==> config.mk <==
export PLATFORM = sky130hd
export DESIGN_NAME = fd_prog_div
export DESIGN_NICKNAME = d
export VERILOG_FILES = /design/src/rtl/fd_pkg.sv /design/src/rtl/fd_ratio_ctrl.sv /design/src/rtl/fd_prog_div.sv
export SDC_FILE = /design/constraint.sdc
export NUM_CORES = 1
export LEC_CHECK = 0
export BUFFER_PORTS_ARGS = -buffer_cell sky130_fd_sc_hd__buf_2
export CORE_AREA = 5 5 64 66
export DETAILED_ROUTE_END_ITERATION = 8
export DIE_AREA = 0 0 69 71
export HOLD_SLACK_MARGIN = 0.02
export PLACE_DENSITY = 0.88
export SLEW_MARGIN = 30
export SYNTH_ARGS = -nofsm -noshare
export SYNTH_HDL_FRONTEND = slang
export SYNTH_HIERARCHICAL = 1
export SYNTH_SLANG_ARGS = --single-unit
export TNS_END_PERCENT = 5
==> constraint.sdc <==
create_clock -name clk -period 8.25 [get_ports clk]
set_input_delay 0 -clock clk [delete_from_list [all_inputs] [get_ports clk]]
set_output_delay 0 -clock clk [all_outputs]
set_load 0.005 [all_outputs]
==> src/rtl/fd_pkg.sv <==
// Shared types and helpers for the programmable clock divider.
package fd_pkg;

    localparam int CNT_W_DEF = 8;
    localparam int MIN_DIV   = 2;

    typedef enum logic [1:0] {
        ST_RUN      = 2'd0,
        ST_STOPPING = 2'd1,
        ST_IDLE     = 2'd2
    } fd_state_e;

    // High-phase length for a given ratio: ceil(ratio/2).
    function automatic logic [31:0] hi_phase(input logic [31:0] ratio);
        return (ratio + 32'd1) >> 1;
    endfunction

endpackage

==> src/rtl/fd_ratio_ctrl.sv <==
// Divide-ratio load capture, validation and boundary-aligned update.
module fd_ratio_ctrl
    import fd_pkg::*;
#(
    parameter int CNT_W       = CNT_W_DEF,
    parameter int DIV_DEFAULT = 2
) (
    input  logic             clk,
    input  logic             rst,
    input  logic             div_load,
    input  logic [CNT_W-1:0] div_ratio,
    input  logic             apply_now,
    output logic [CNT_W-1:0] ratio_next,
    output logic [CNT_W-1:0] ratio_cur,
    output logic             load_pend,
    output logic             ratio_err
);

    logic [CNT_W-1:0] ratio_cur_q, ratio_cur_d;
    logic [CNT_W-1:0] pend_ratio_q, pend_ratio_d;
    logic             load_pend_q, load_pend_d;
    logic             ratio_err_q, ratio_err_d;
    logic             load_ok, load_bad;

    always_comb begin
        load_ok  = div_load && (div_ratio >= CNT_W'(MIN_DIV));
        load_bad = div_load && (div_ratio <  CNT_W'(MIN_DIV));

        // A load arriving on the apply edge is forwarded straight into effect.
        ratio_next = ratio_cur_q;
        if (apply_now) begin
            if (load_ok)
                ratio_next = div_ratio;
            else if (load_pend_q)
                ratio_next = pend_ratio_q;
        end

        ratio_cur_d  = ratio_next;
        pend_ratio_d = (load_ok && !apply_now) ? div_ratio : pend_ratio_q;
        load_pend_d  = apply_now ? 1'b0 : (load_ok ? 1'b1 : load_pend_q);
        ratio_err_d  = ratio_err_q | load_bad;
    end

    always_ff @(negedge clk or posedge rst) begin
        if (rst) begin
            ratio_cur_q  <= CNT_W'(DIV_DEFAULT);
            pend_ratio_q <= '0;
            load_pend_q  <= 1'b0;
            ratio_err_q  <= 1'b0;
        end else begin
            ratio_cur_q  <= ratio_cur_d;
            pend_ratio_q <= pend_ratio_d;
            load_pend_q  <= load_pend_d;
            ratio_err_q  <= ratio_err_d;
        end
    end

    assign ratio_cur = ratio_cur_q;
    assign load_pend = load_pend_q;
    assign ratio_err = ratio_err_q;

endmodule

==> src/rtl/fd_prog_div.sv <==
// Programmable clock divider: run/stop FSM, phase counter and registered output.
module fd_prog_div
    import fd_pkg::*;
#(
    parameter int CNT_W       = CNT_W_DEF,
    parameter int DIV_DEFAULT = 2
) (
    input  logic             clk,
    input  logic             rst,
    input  logic             en,
    input  logic [CNT_W-1:0] div_ratio,
    input  logic             div_load,
    output logic             div_out,
    output logic             period_tick,
    output logic [CNT_W-1:0] ratio_cur,
    output logic             load_pend,
    output logic             ratio_err,
    output logic             running
);

    fd_state_e        state_q, state_d;
    logic [CNT_W-1:0] cnt_q, cnt_d;
    logic             div_out_q, div_out_d;
    logic             tick_q, tick_d;
    logic             in_period, boundary, apply_now;
    logic [CNT_W-1:0] ratio_next, hi_len;

    fd_ratio_ctrl #(
        .CNT_W       (CNT_W),
        .DIV_DEFAULT (DIV_DEFAULT)
    ) u_ratio_ctrl (
        .clk        (clk),
        .rst        (rst),
        .div_load   (div_load),
        .div_ratio  (div_ratio),
        .apply_now  (apply_now),
        .ratio_next (ratio_next),
        .ratio_cur  (ratio_cur),
        .load_pend  (load_pend),
        .ratio_err  (ratio_err)
    );

    // While parked there is no period to protect, so loads apply at once.
    always_comb begin
        in_period = (state_q != ST_IDLE);
        boundary  = in_period && (cnt_q == ratio_cur - CNT_W'(1));
        apply_now = boundary || !in_period;
    end

    always_ff @(negedge clk or posedge rst) begin
        if (rst)
            state_q <= ST_RUN;
        else
            state_q <= state_d;
    end

    always_comb begin
        state_d = state_q;
        case (state_q)
            ST_RUN:      if (!en) state_d = ST_STOPPING;
            ST_STOPPING: begin
                if (en)
                    state_d = ST_RUN;
                else if (boundary)
                    state_d = ST_IDLE;
            end
            ST_IDLE:     if (en) state_d = ST_RUN;
            default:     state_d = ST_RUN;
        endcase
    end

    always_comb begin
        running = (state_q != ST_IDLE);
    end

    // The high-phase length follows the ratio that governs the period cnt_d belongs to.
    always_comb begin
        hi_len    = CNT_W'(hi_phase(32'(ratio_next)));
        cnt_d     = '0;
        div_out_d = 1'b0;
        tick_d    = 1'b0;
        if (state_d == ST_IDLE) begin
            cnt_d     = '0;
            div_out_d = 1'b0;
            tick_d    = 1'b0;
        end else if (state_q == ST_IDLE) begin
            cnt_d     = '0;
            div_out_d = 1'b1;
            tick_d    = 1'b1;
        end else begin
            cnt_d     = boundary ? '0 : cnt_q + CNT_W'(1);
            div_out_d = (cnt_d < hi_len);
            tick_d    = boundary;
        end
    end

    always_ff @(negedge clk or posedge rst) begin
        if (rst) begin
            cnt_q     <= '0;
            div_out_q <= 1'b1;
            tick_q    <= 1'b1;
        end else begin
            cnt_q     <= cnt_d;
            div_out_q <= div_out_d;
            tick_q    <= tick_d;
        end
    end

    assign div_out     = div_out_q;
    assign period_tick = tick_q;

endmodule

==> results.ini, run 1 <==
[finish]
layout-drive-gt1-share_pct = 26.5
design_area_um2 = 2330
synthToLayoutAreaGrowth_pct = 12.5
mostFrequentLayoutCell = dfrtn_1
ff_latch_area_um2 = 754
final_nets = 255
multi_input_area_um2 = 1210
antenna_cells = 0
final_cell_mix = dfrtn_1, buf_2, nor2_1, inv_1, xor2_1
n_fill_cell = 298
fin_util_pct = 66.2

[clock_tree]
cts_resized = 0
path_clk_slew_ns = 0.07
cts_buffer_depth = 2
clkSinkCount = 30
htreeDepth = 2
root_buffer = clkbuf_4
clk_latency_ns = 0.38
cts_tree = yes
cts_hold_buffers = 0
cts_setup_buffers = 0
cts_made_buffers = 5

[yosys]
synth_top_family_by_area = simple AND/OR/NAND/NOR gates
synth_area_per_cell_um2 = 10.2
synthFlopType = dfrtn_1
synthAdderAreaFrac_pct = 6.04
synth_seq_area_share_pct = 36.4
synth_area_um2 = 2070
synth-xor-area-share_pct = 8.87
synth_simple_gate_area_share_pct = 21.8
synth_fp_nets = 226
synth_compound_area_share_pct = 17.3
ys_warn_count = 6
yosys_register_bits = 30
synth_mux_area_share_pct = 4.35
synth_largest_area_cell = dfrtn_1
synthCells = 204
synth_top_cell_area_share_pct = 32.6
async_reset_ff_share_pct = 100
synthTopCellsByArea = dfrtn_1, ha_1, xor2_1, mux2_2, xnor2_1
synth.distinct_cells = 53
synth-edff-count = 0

[global_routing]
grt_overflow = 0
antenna_found_initial = 0
grt_max_degree = 20
grt_pass1_wl_um = 7370
grt_pass1_vias = 1583
grtUsageTotal_pct = 18.4

[run]
drv_cap = 0

[drt]
dr.pass1.iters = 4
vias = 1643
drcViolationCount = 0
wire_per_inst_um = 14.8
postRouteAntennaNets = 0
drt_wl_total_um = 4170
first_iter_violations = 74
viasPerCell = 5.83

[power_and_ir_drop]
max-vdd-ir-drop_uv = 207
power_density_nw_per_um2 = 319
power_leakage_nw = 1.05

[hold_path]
hold_path_class = flip-flop to flip-flop
holdPathStages = 1

[floorplan]
fp-row-count = 22
fp.dieW_um = 69
io_pins = 25
core_area_um2 = 3520
die_height_um = 71
start_util_pct = 58.8
dieArea_um2 = 4900

[worst_setup_path]
crit_slowest_cell = or4_4
reg2reg_depth = 20
critPathMaxStageDelay_ns = 0.56
worstSetupPathType = primary input to flip-flop
start_kind = primary input
cp_top_family = compound AO/OA/AOI/OAI gates
crit_fanout = 11
crit_chain = buf_2 -> or4_4 -> o41ai_4 -> nor3b_1 -> a221oi_1 -> ha_1 -> nand3_1 -> nor2_1 -> xnor2_1 -> ha_1 -> a21o_1 -> a21o_1 -> a211o_1 -> o21ai_0 -> o31a_1 -> o211a_1
crit_cells = 16
cp-end-kind = flip-flop
worst-path-buf-inv = 1
worstPathRequired_ns = 4.45
crit_arrival_ns = 3.71

[timing]
whs_ns = 0.415
hold_viol_final = 0
tns_ns = 0
skew_ns = 0.0611
grt_setup_unrepaired = false
max_slew.worst_pin.slew_ns = 0.756
finalMaxSlewViolations = 0
slew_headroom_pct = 49.6
finalSetupViolCount = 0

[placed_design]
gp_congestion = 0.832
placed_cell_area_um2 = 2230
io_buffers = 24
hpwl_um = 3240

[outcome]
status = finished clean

==> sequential cells by signal, indices dropped and copies added, names as in the netlist <==
register                   cells
period_tick                    1
u_ratio_ctrl/ratio_cur         8
u_ratio_ctrl/pend_ratio_q      8
cnt_q                          8
u_ratio_ctrl/load_pend         1
u_ratio_ctrl/ratio_err         1
div_out                        1
state_q                        2
==> layer usage <==
layer  up-vias  global-route usage (%)  wire length (um)
met5         -                       0                 0
met2        31                    29.9              1990
met4         0                    7.16                75
met3         7                    4.12               164
met1       816                    24.1              1940
li1        789                       -                 -
==> through the flow <==
step	cells	setup WS (ns)	power, W
2_1_floorplan	204	0.875	0.000515
3_3_place_gp	273	0.508	0.000584
3_5_place_dp	273	0.386	0.000598
4_1_cts	282	0.773	0.000750
5_1_grt	282	0.419	0.000811
6_report	282	0.739	0.000745
==> final cells by class <==
cell class                      count  share of cell area, %
Clock inverter                      6                   3.22
Inverter                           16                   2.58
Sequential cell                    30                   32.3
Multi-Input combinational cell    151                   51.9
Clock buffer                        5                   1.61
Timing Repair Buffer               26                   5.79
Tap cell                           48                   2.58
==> path summary, 6_finish.rpt <==
| path | startpoint | end | slack (ns) |
|---|---|---|---|
| setup / recovery | div_ratio[4] | div_out | 0.74 |
| hold / removal | u_ratio_ctrl/ratio_err | u_ratio_ctrl/ratio_err | 0.41 |
| setup reg to reg | u_ratio_ctrl/ratio_cur[1] | div_out | 2.99 |
| hold reg to reg | u_ratio_ctrl/ratio_err | u_ratio_ctrl/ratio_err | 0.41 |
| max in group asynchronous | rst | u_ratio_ctrl/ratio_cur[1] | 4.02 |
| min in group asynchronous | rst | cnt_q[0] | 3.69 |
==> where the power goes <==
group / internal, W / switching, W
Clock: 0.0000952 / 0.0000561
Combinational: 0.000166 / 0.000184
Sequential: 0.000189 / 0.0000550
Total: 0.000450 / 0.000295
==> Yosys cell counts (6+ instances only) <==
| cell type | count |
|---|---|
| mux2_2 | 8 |
| dfrtn_1 | 27 |
| xor2_1 | 11 |
| nand2_1 | 8 |
| nor2_1 | 19 |
| nand3_1 | 8 |
| inv_1 | 18 |
| nor3_1 | 7 |
| nor2b_1 | 6 |
| xnor2_1 | 10 |
| nor3b_1 | 6 |
| ha_1 | 10 |
==> kinds of logic after synthesis <==
logic type / count (synthesis)
xor+xnor: 21
flops: 30
compound gates: 36
mux: 8
buf+inv: 23
fa+ha+maj: 10
simple gates: 76
(Power assumes the default switching activity.)
==> run 2: changes to the inputs <==
--- a/config.mk
+++ b/config.mk
@@ -6,11 +6,12 @@
 export NUM_CORES = 1
 export LEC_CHECK = 0
 export BUFFER_PORTS_ARGS = -buffer_cell sky130_fd_sc_hd__buf_2
-export CORE_AREA = 5 5 64 66
+export CORE_AREA = 5 5 55 77
+export CTS_CLUSTER_SIZE = 20
 export DETAILED_ROUTE_END_ITERATION = 8
-export DIE_AREA = 0 0 69 71
+export DIE_AREA = 0 0 60 82
 export HOLD_SLACK_MARGIN = 0.02
-export PLACE_DENSITY = 0.88
+export PLACE_DENSITY = 0.87
 export SLEW_MARGIN = 30
 export SYNTH_ARGS = -nofsm -noshare
 export SYNTH_HDL_FRONTEND = slang
==> run 2 against run 1 <==
Effect of this change: clock skew fell by 0.013 ns; setup slack got worse by 0.055 ns; sequential power barely moved; global-route usage rose by 4.1 points; design area rose by 0.91%; clock power fell by 3%; hold slack improved by 0.0086 ns; critical path depth did not move; combinational power rose by 4%; sequential cell count did not move; register-to-register slack got worse by 0.06 ns; critical endpoint unchanged; largest cell class unchanged.
==> results.ini, run 2 (synthesis results as in run 1) <==
[outcome]
status = finished clean

[floorplan]
die_height_um = 82  ; +15%
fp-row-count = 26  ; +18%
dieArea_um2 = 4920  ; +0.43%
io_pins = 25  ; unchanged
start_util_pct = 59.0  ; +0.17 points
core_area_um2 = 3510  ; -0.28%
fp.dieW_um = 60  ; -13%

[finish]
layout-drive-gt1-share_pct = 27.4  ; +0.93 points
final_cell_mix = dfrtn_1, buf_2, inv_1, nor2_1, xor2_1
n_fill_cell = 286  ; -4.0%
antenna_cells = 0  ; unchanged
synthToLayoutAreaGrowth_pct = 13.5
final_nets = 258  ; +1.2%
mostFrequentLayoutCell = dfrtn_1

[drt]
top_layer_used = met4
routed-wl-met3_um = 179  ; +9.1%
postRouteAntennaNets = 0  ; unchanged
drcViolationCount = 0  ; unchanged
vias = 1663  ; +1.2%
wire_per_inst_um = 17.3  ; +17%
wl_met2_um = 2750  ; +38%
first_iter_violations = 50  ; -32%
wirelength_met1_um = 1710  ; -12%
dr.pass1.iters = 4  ; unchanged
viasPerCell = 5.96  ; +2.3%
drt_wl_total_um = 4830  ; +16%

[power_and_ir_drop]
p_comb_share_pct = 48.1  ; +1.1 points
power_leakage_nw = 1.06  ; +1.5%
internal_power_w = 0.000451  ; +0.18%
max-vdd-ir-drop_uv = 215  ; +4.0%
p_total_w = 0.000756  ; +1.5%
p_seq_share_pct = 32.5  ; -0.2 points
switching_share_pct = 40.3  ; +0.79 points
clockPowerShare_pct = 19.4  ; -0.9 points
power_density_nw_per_um2 = 321  ; +0.58%
switchingPower_w = 0.000305  ; +3.5%

[timing]
slew_headroom_pct = 47.5  ; -2.1 points
tns_ns = 0  ; unchanged
skew_ns = 0.0483  ; -0.0128 ns
max_slew.worst_pin.slew_ns = 0.788  ; +0.0319 ns
grt_setup_unrepaired = false
hold_viol_final = 0  ; unchanged
finalSetupViolCount = 0  ; unchanged
finalMaxSlewViolations = 0  ; unchanged

[clock_tree]
cts_buffer_depth = 2  ; unchanged
root_buffer = clkbuf_8
htreeDepth = 2  ; unchanged
path_clk_slew_ns = 0.04  ; -0.03 ns
cts_hold_buffers = 0  ; unchanged
cts_made_buffers = 5  ; unchanged
clkSinkCount = 30  ; unchanged
cts_resized = 0  ; unchanged
cts_tree = yes
clk_latency_ns = 0.34  ; -0.04 ns
cts_setup_buffers = 0  ; unchanged

[worst_setup_path]
startpoint = div_ratio[4]
worstSetupPathType = primary input to flip-flop
endpoint = div_out
timing.rr.end = div_out
r2r_start = u_ratio_ctrl/ratio_cur[1]
start_kind = primary input
r2r_slack_ns = 2.93  ; -0.06 ns
reg2reg_depth = 20  ; unchanged
crit_arrival_ns = 3.72  ; about the same
worstPathRequired_ns = 4.40  ; -0.05 ns
crit_fanout = 8  ; -3
cp-end-kind = flip-flop

[hold_path]
hold_path_class = flip-flop to flip-flop

[global_routing]
grt_max_degree = 20  ; unchanged
grt_pass1_vias = 1791  ; +13%
grtUsageTotal_pct = 22.6  ; +4.1 points
grt_overflow = 0  ; unchanged
antenna_found_initial = 0  ; unchanged
grt_pass1_wl_um = 8180  ; +11%

[placed_design]
gp_congestion = 0.852  ; +2.4%
io_buffers = 24  ; unchanged
hpwl_um = 3730  ; +15%

[run]
drv_cap = 0  ; unchanged

[run 2: cell types whose count changed in the layout (fill, tap and decap cells not counted)]
cell,previous run,this run
clkbuf_4,5,0
clkbuf_8,0,5
buf_4,2,5
bufinv_16,2,1
clkinv_1,1,0
clkinvlp_2,0,1
inv_1,19,20
[run 2: area by class of cell]
type	count	area (um2)	area share (%)
multi-input cells	151	1210	51.4
flip-flops and latches	30	754	32.1
clock buffers	5	68.8	2.92
repair buffers	29	158	6.70
clock inverters	6	50.0	2.13
well taps	42	52.6	2.23
inverters	16	60.1	2.55
[run 2: per-layer routing]
| metal | global-route usage, % | vias up |
|---|---|---|
| met1 | 21.9 | 809 |
| met3 | 5.19 | 18 |
| met2 | 42.7 | 41 |
| met5 | 0 | - |
| met4 | 11.5 | 0 |
| li1 | - | 795 |
[run 2: through the flow]
stage | instance area (um2) | setup slack, ns | utilization, % | hold slack (ns) | std cells
5_1_grt | 2350 | 0.434 | 67.0 | 0.459 | 279
3_3_place_gp | 2240 | 0.600 | 63.8 | 0.397 | 270
3_5_place_dp | 2240 | 0.400 | 63.8 | 0.426 | 270
2_1_floorplan | 2070 | 0.875 | - | 0.408 | 204
4_1_cts | 2350 | 0.728 | 67.0 | 0.428 | 279
6_report | 2350 | 0.685 | 67.0 | 0.423 | 279
[run 2: critical path, cell delays in order]
cell,delay [ns]
buf_2,0.12
or4_4,0.56
o41ai_4,0.44
nor3b_1,0.10
a221oi_1,0.45
ha_1,0.29
nand3_1,0.12
nor2_1,0.21
xnor2_1,0.15
ha_1,0.27
a21o_1,0.16
a21o_1,0.17
a211o_1,0.28
o21ai_0,0.09
o31a_1,0.17
o211a_1,0.14
[run 2: worst min path at each step]
stage	startpoint	slack, ns	to	cells after the start
final	u_ratio_ctrl/ratio_err	0.42	u_ratio_ctrl/ratio_err	1
after global routing	u_ratio_ctrl/ratio_err	0.46	u_ratio_ctrl/ratio_err	1
after CTS	u_ratio_ctrl/ratio_err	0.43	u_ratio_ctrl/ratio_err	1
after detailed placement	u_ratio_ctrl/ratio_err	0.43	u_ratio_ctrl/ratio_err	1
after global placement	u_ratio_ctrl/ratio_err	0.40	u_ratio_ctrl/ratio_err	1
after floorplan	state_q[0]	0.41	state_q[0]	1
[run 2: power groups by stage]
stage	Clock [W]	Combinational, W	Sequential, W
5_1_grt	0.000160	0.000411	0.000252
3_5_place_dp	0.00000379	0.000361	0.000247
6_report	0.000147	0.000364	0.000245
2_1_floorplan	0.00000379	0.000281	0.000230
3_3_place_gp	0.00000379	0.000340	0.000245
4_1_cts	0.000150	0.000364	0.000245
==> run 3: changes to the inputs <==
--- a/config.mk
+++ b/config.mk
@@ -6,13 +6,13 @@
 export NUM_CORES = 1
 export LEC_CHECK = 0
 export BUFFER_PORTS_ARGS = -buffer_cell sky130_fd_sc_hd__buf_2
-export CORE_AREA = 5 5 55 77
+export CORE_AREA = 5 5 60 83
 export CTS_CLUSTER_SIZE = 20
 export DETAILED_ROUTE_END_ITERATION = 8
-export DIE_AREA = 0 0 60 82
+export DIE_AREA = 0 0 65 88
 export HOLD_SLACK_MARGIN = 0.02
-export PLACE_DENSITY = 0.87
-export SLEW_MARGIN = 30
+export PLACE_DENSITY = 0.79
+export SLEW_MARGIN = 20
 export SYNTH_ARGS = -nofsm -noshare
 export SYNTH_HDL_FRONTEND = slang
 export SYNTH_HIERARCHICAL = 1
==> constraint.sdc (replaced) <==
create_clock -name clk -period 6.9 [get_ports clk]
set_input_delay 0 -clock clk [delete_from_list [all_inputs] [get_ports clk]]
set_output_delay 0 -clock clk [all_outputs]
set_load 0.005 [all_outputs]
==> run 3 against run 2 <==
Effect of this change: setup slack got worse by 0.47 ns; sequential power increased by 20%; largest cell class unchanged; final cell count increased by 1.4%; first-iteration DRC count rose by 6.0%; critical path depth is the same; clock skew hardly changed; highest routed layer unchanged; global-route usage fell by 4.2 points; combinational power increased by 18%; die area grew 16%; clock-buffer cell count up 1; via count rose by 1.1%; design area hardly changed.
==> results.ini, run 3 (synthesis results as in run 1) <==
[floorplan]
fp-row-count = 28  ; +7.7%
fp.dieW_um = 65  ; +8.3%
core_area_um2 = 4170  ; +19%
dieArea_um2 = 5720  ; +16%
io_pins = 25  ; unchanged
start_util_pct = 49.7  ; -9.3 points
die_height_um = 88  ; +7.3%

[power_and_ir_drop]
p_seq_share_pct = 33.3  ; +0.8 points
p_comb_share_pct = 48.8  ; +0.7 points
power_density_nw_per_um2 = 375  ; +17%
switching_share_pct = 40.8  ; +0.45 points
power_leakage_nw = 1.07  ; +0.23%
internal_power_w = 0.000522  ; +16%
max-vdd-ir-drop_uv = 213  ; -1.1%
switchingPower_w = 0.000360  ; +18%
clockPowerShare_pct = 17.9  ; -1.5 points

[worst_setup_path]
reg2reg_depth = 20  ; unchanged
worstPathRequired_ns = 3.73  ; -0.67 ns
worstSetupPathType = primary input to flip-flop
crit_fanout = 3  ; -5
start_kind = primary input
crit_arrival_ns = 3.51  ; -0.21 ns
cp-end-kind = flip-flop

[finish]
ff_latch_area_um2 = 754  ; unchanged
layout-drive-gt1-share_pct = 27.7  ; +0.30 points
synthToLayoutAreaGrowth_pct = 13.5  ; about the same
antenna_cells = 0  ; unchanged
multi_input_area_um2 = 1210  ; unchanged
mostFrequentLayoutCell = dfrtn_1
final_cell_mix = dfrtn_1, buf_2, nor2_1, inv_1, xor2_1
final_nets = 259  ; +0.39%
design_area_um2 = 2350  ; about the same
n_fill_cell = 357  ; +25%

[placed_design]
gp_congestion = 0.911  ; +6.9%
placed_cell_area_um2 = 2250  ; +0.50%
hpwl_um = 3550  ; -4.7%
io_buffers = 24  ; unchanged

[drt]
dr.pass1.iters = 4  ; unchanged
vias = 1682  ; +1.1%
wire_per_inst_um = 16.3  ; -6.0%
drcViolationCount = 0  ; unchanged
first_iter_violations = 53  ; +6.0%
drt_wl_total_um = 4600  ; -4.7%
viasPerCell = 5.94  ; -0.29%
postRouteAntennaNets = 0  ; unchanged

[global_routing]
grt_pass1_vias = 1780  ; -0.61%
antenna_found_initial = 0  ; unchanged
met3_usage_pct = 3.98  ; -1.2 points
grt-busiest-layer = met2
grtUsageMet2_pct = 32.7  ; -10 points
gr-usage-met1_pct = 19.9  ; -2.0 points
grt_overflow = 0  ; unchanged
grt_pass1_wl_um = 8100  ; -1.0%
grt_max_degree = 20  ; unchanged
grtUsageTotal_pct = 18.4  ; -4.2 points

[clock_tree]
clk_latency_ns = 0.33  ; about the same
cts_tree = yes
cts_buffer_depth = 2  ; unchanged
clkSinkCount = 30  ; unchanged
cts_setup_buffers = 0  ; unchanged
cts_hold_buffers = 0  ; unchanged
root_buffer = clkbuf_8
cts_made_buffers = 5  ; unchanged
cts_resized = 0  ; unchanged
htreeDepth = 2  ; unchanged
path_clk_slew_ns = 0.05  ; about the same

[hold_path]
hold_path_class = flip-flop to flip-flop
holdPathStages = 1  ; unchanged

[run]
drv_cap = 0  ; unchanged

[timing]
grt_setup_unrepaired = false
finalMaxSlewViolations = 0  ; unchanged
hold_viol_final = 0  ; unchanged
tns_ns = 0  ; unchanged
slew_headroom_pct = 46.4  ; -1.1 points
skew_ns = 0.0488  ; +0.000433 ns
max_slew.worst_pin.slew_ns = 0.804  ; +0.0166 ns
finalSetupViolCount = 0  ; unchanged

[outcome]
status = finished clean

[run 3: changes by cell type in the layout (fill, tap and decap cells not counted), sizes merged]
cell | before | now
clkinvlp | 1 | 0
inv | 20 | 19
clkbuf | 5 | 6
buf | 29 | 30
clkinv | 0 | 1
[run 3: critical path: stages]
cell and delay (ns):
buf_2 0.11, or4_4 0.56, o41ai_4 0.27, nor3b_1 0.10
a221oi_1 0.43, ha_1 0.29, nand3_1 0.12, nor2_1 0.19
xnor2_1 0.14, ha_1 0.26, a21o_1 0.16, a21o_1 0.17
a211o_1 0.29, o21ai_0 0.09, o31a_1 0.17, o211a_1 0.13
[run 3: final cells by class]
cell class                 instances  area share (%)
multi-input combinational        151            51.4
sequential                        30            32.1
timing repair buffer              30            7.02
clock buffer                       6            3.09
inverter                          16            2.55
tap                               45            2.39
clock inverter                     5            1.44
[run 3: path summary, 6_finish.rpt]
path	start	to	slack (ns)
max	div_ratio[4]	div_out	0.21
min	u_ratio_ctrl/ratio_err	u_ratio_ctrl/ratio_err	0.41
max reg2reg	u_ratio_ctrl/ratio_cur[1]	div_out	1.66
min reg2reg	u_ratio_ctrl/ratio_err	u_ratio_ctrl/ratio_err	0.41
max in group asynchronous	rst	u_ratio_ctrl/ratio_cur[1]	3.27
min in group asynchronous	rst	state_q[0]	3.05
[run 3: stage by stage]
| stage | total power, W | std cells | setup slack [ns] | utilization [%] | hold WS, ns |
|---|---|---|---|---|---|
| 2_1_floorplan | 0.000616 | 204 | 0.200 | - | 0.408 |
| 3_3_place_gp | 0.000712 | 274 | 0.0764 | 54.1 | 0.398 |
| 3_5_place_dp | 0.000725 | 274 | -0.0434 | 54.1 | 0.407 |
| 4_1_cts | 0.000885 | 283 | 0.229 | 56.4 | 0.409 |
| 5_1_grt | 0.000960 | 283 | 0.0347 | 56.4 | 0.451 |
| 6_report | 0.000882 | 283 | 0.214 | 56.4 | 0.409 |
[run 3: layer usage]
| metal | vias to the layer above | wire, um |
|---|---|---|
| met3 | 17 | 206 |
| met1 | 807 | 1700 |
| met5 | - | 0 |
| met4 | 0 | 212 |
| met2 | 61 | 2490 |
| li1 | 797 | - |
[run 3: power by group through the flow]
| stage | Sequential, W | Combinational (W) | Clock (W) |
|---|---|---|---|
| after floorplan | 0.000276 | 0.000336 | 0.00000454 |
| after global placement | 0.000296 | 0.000411 | 0.00000454 |
| after detailed placement | 0.000296 | 0.000425 | 0.00000454 |
| after CTS | 0.000294 | 0.000432 | 0.000159 |
| after global routing | 0.000303 | 0.000485 | 0.000172 |
| final | 0.000294 | 0.000430 | 0.000158 |
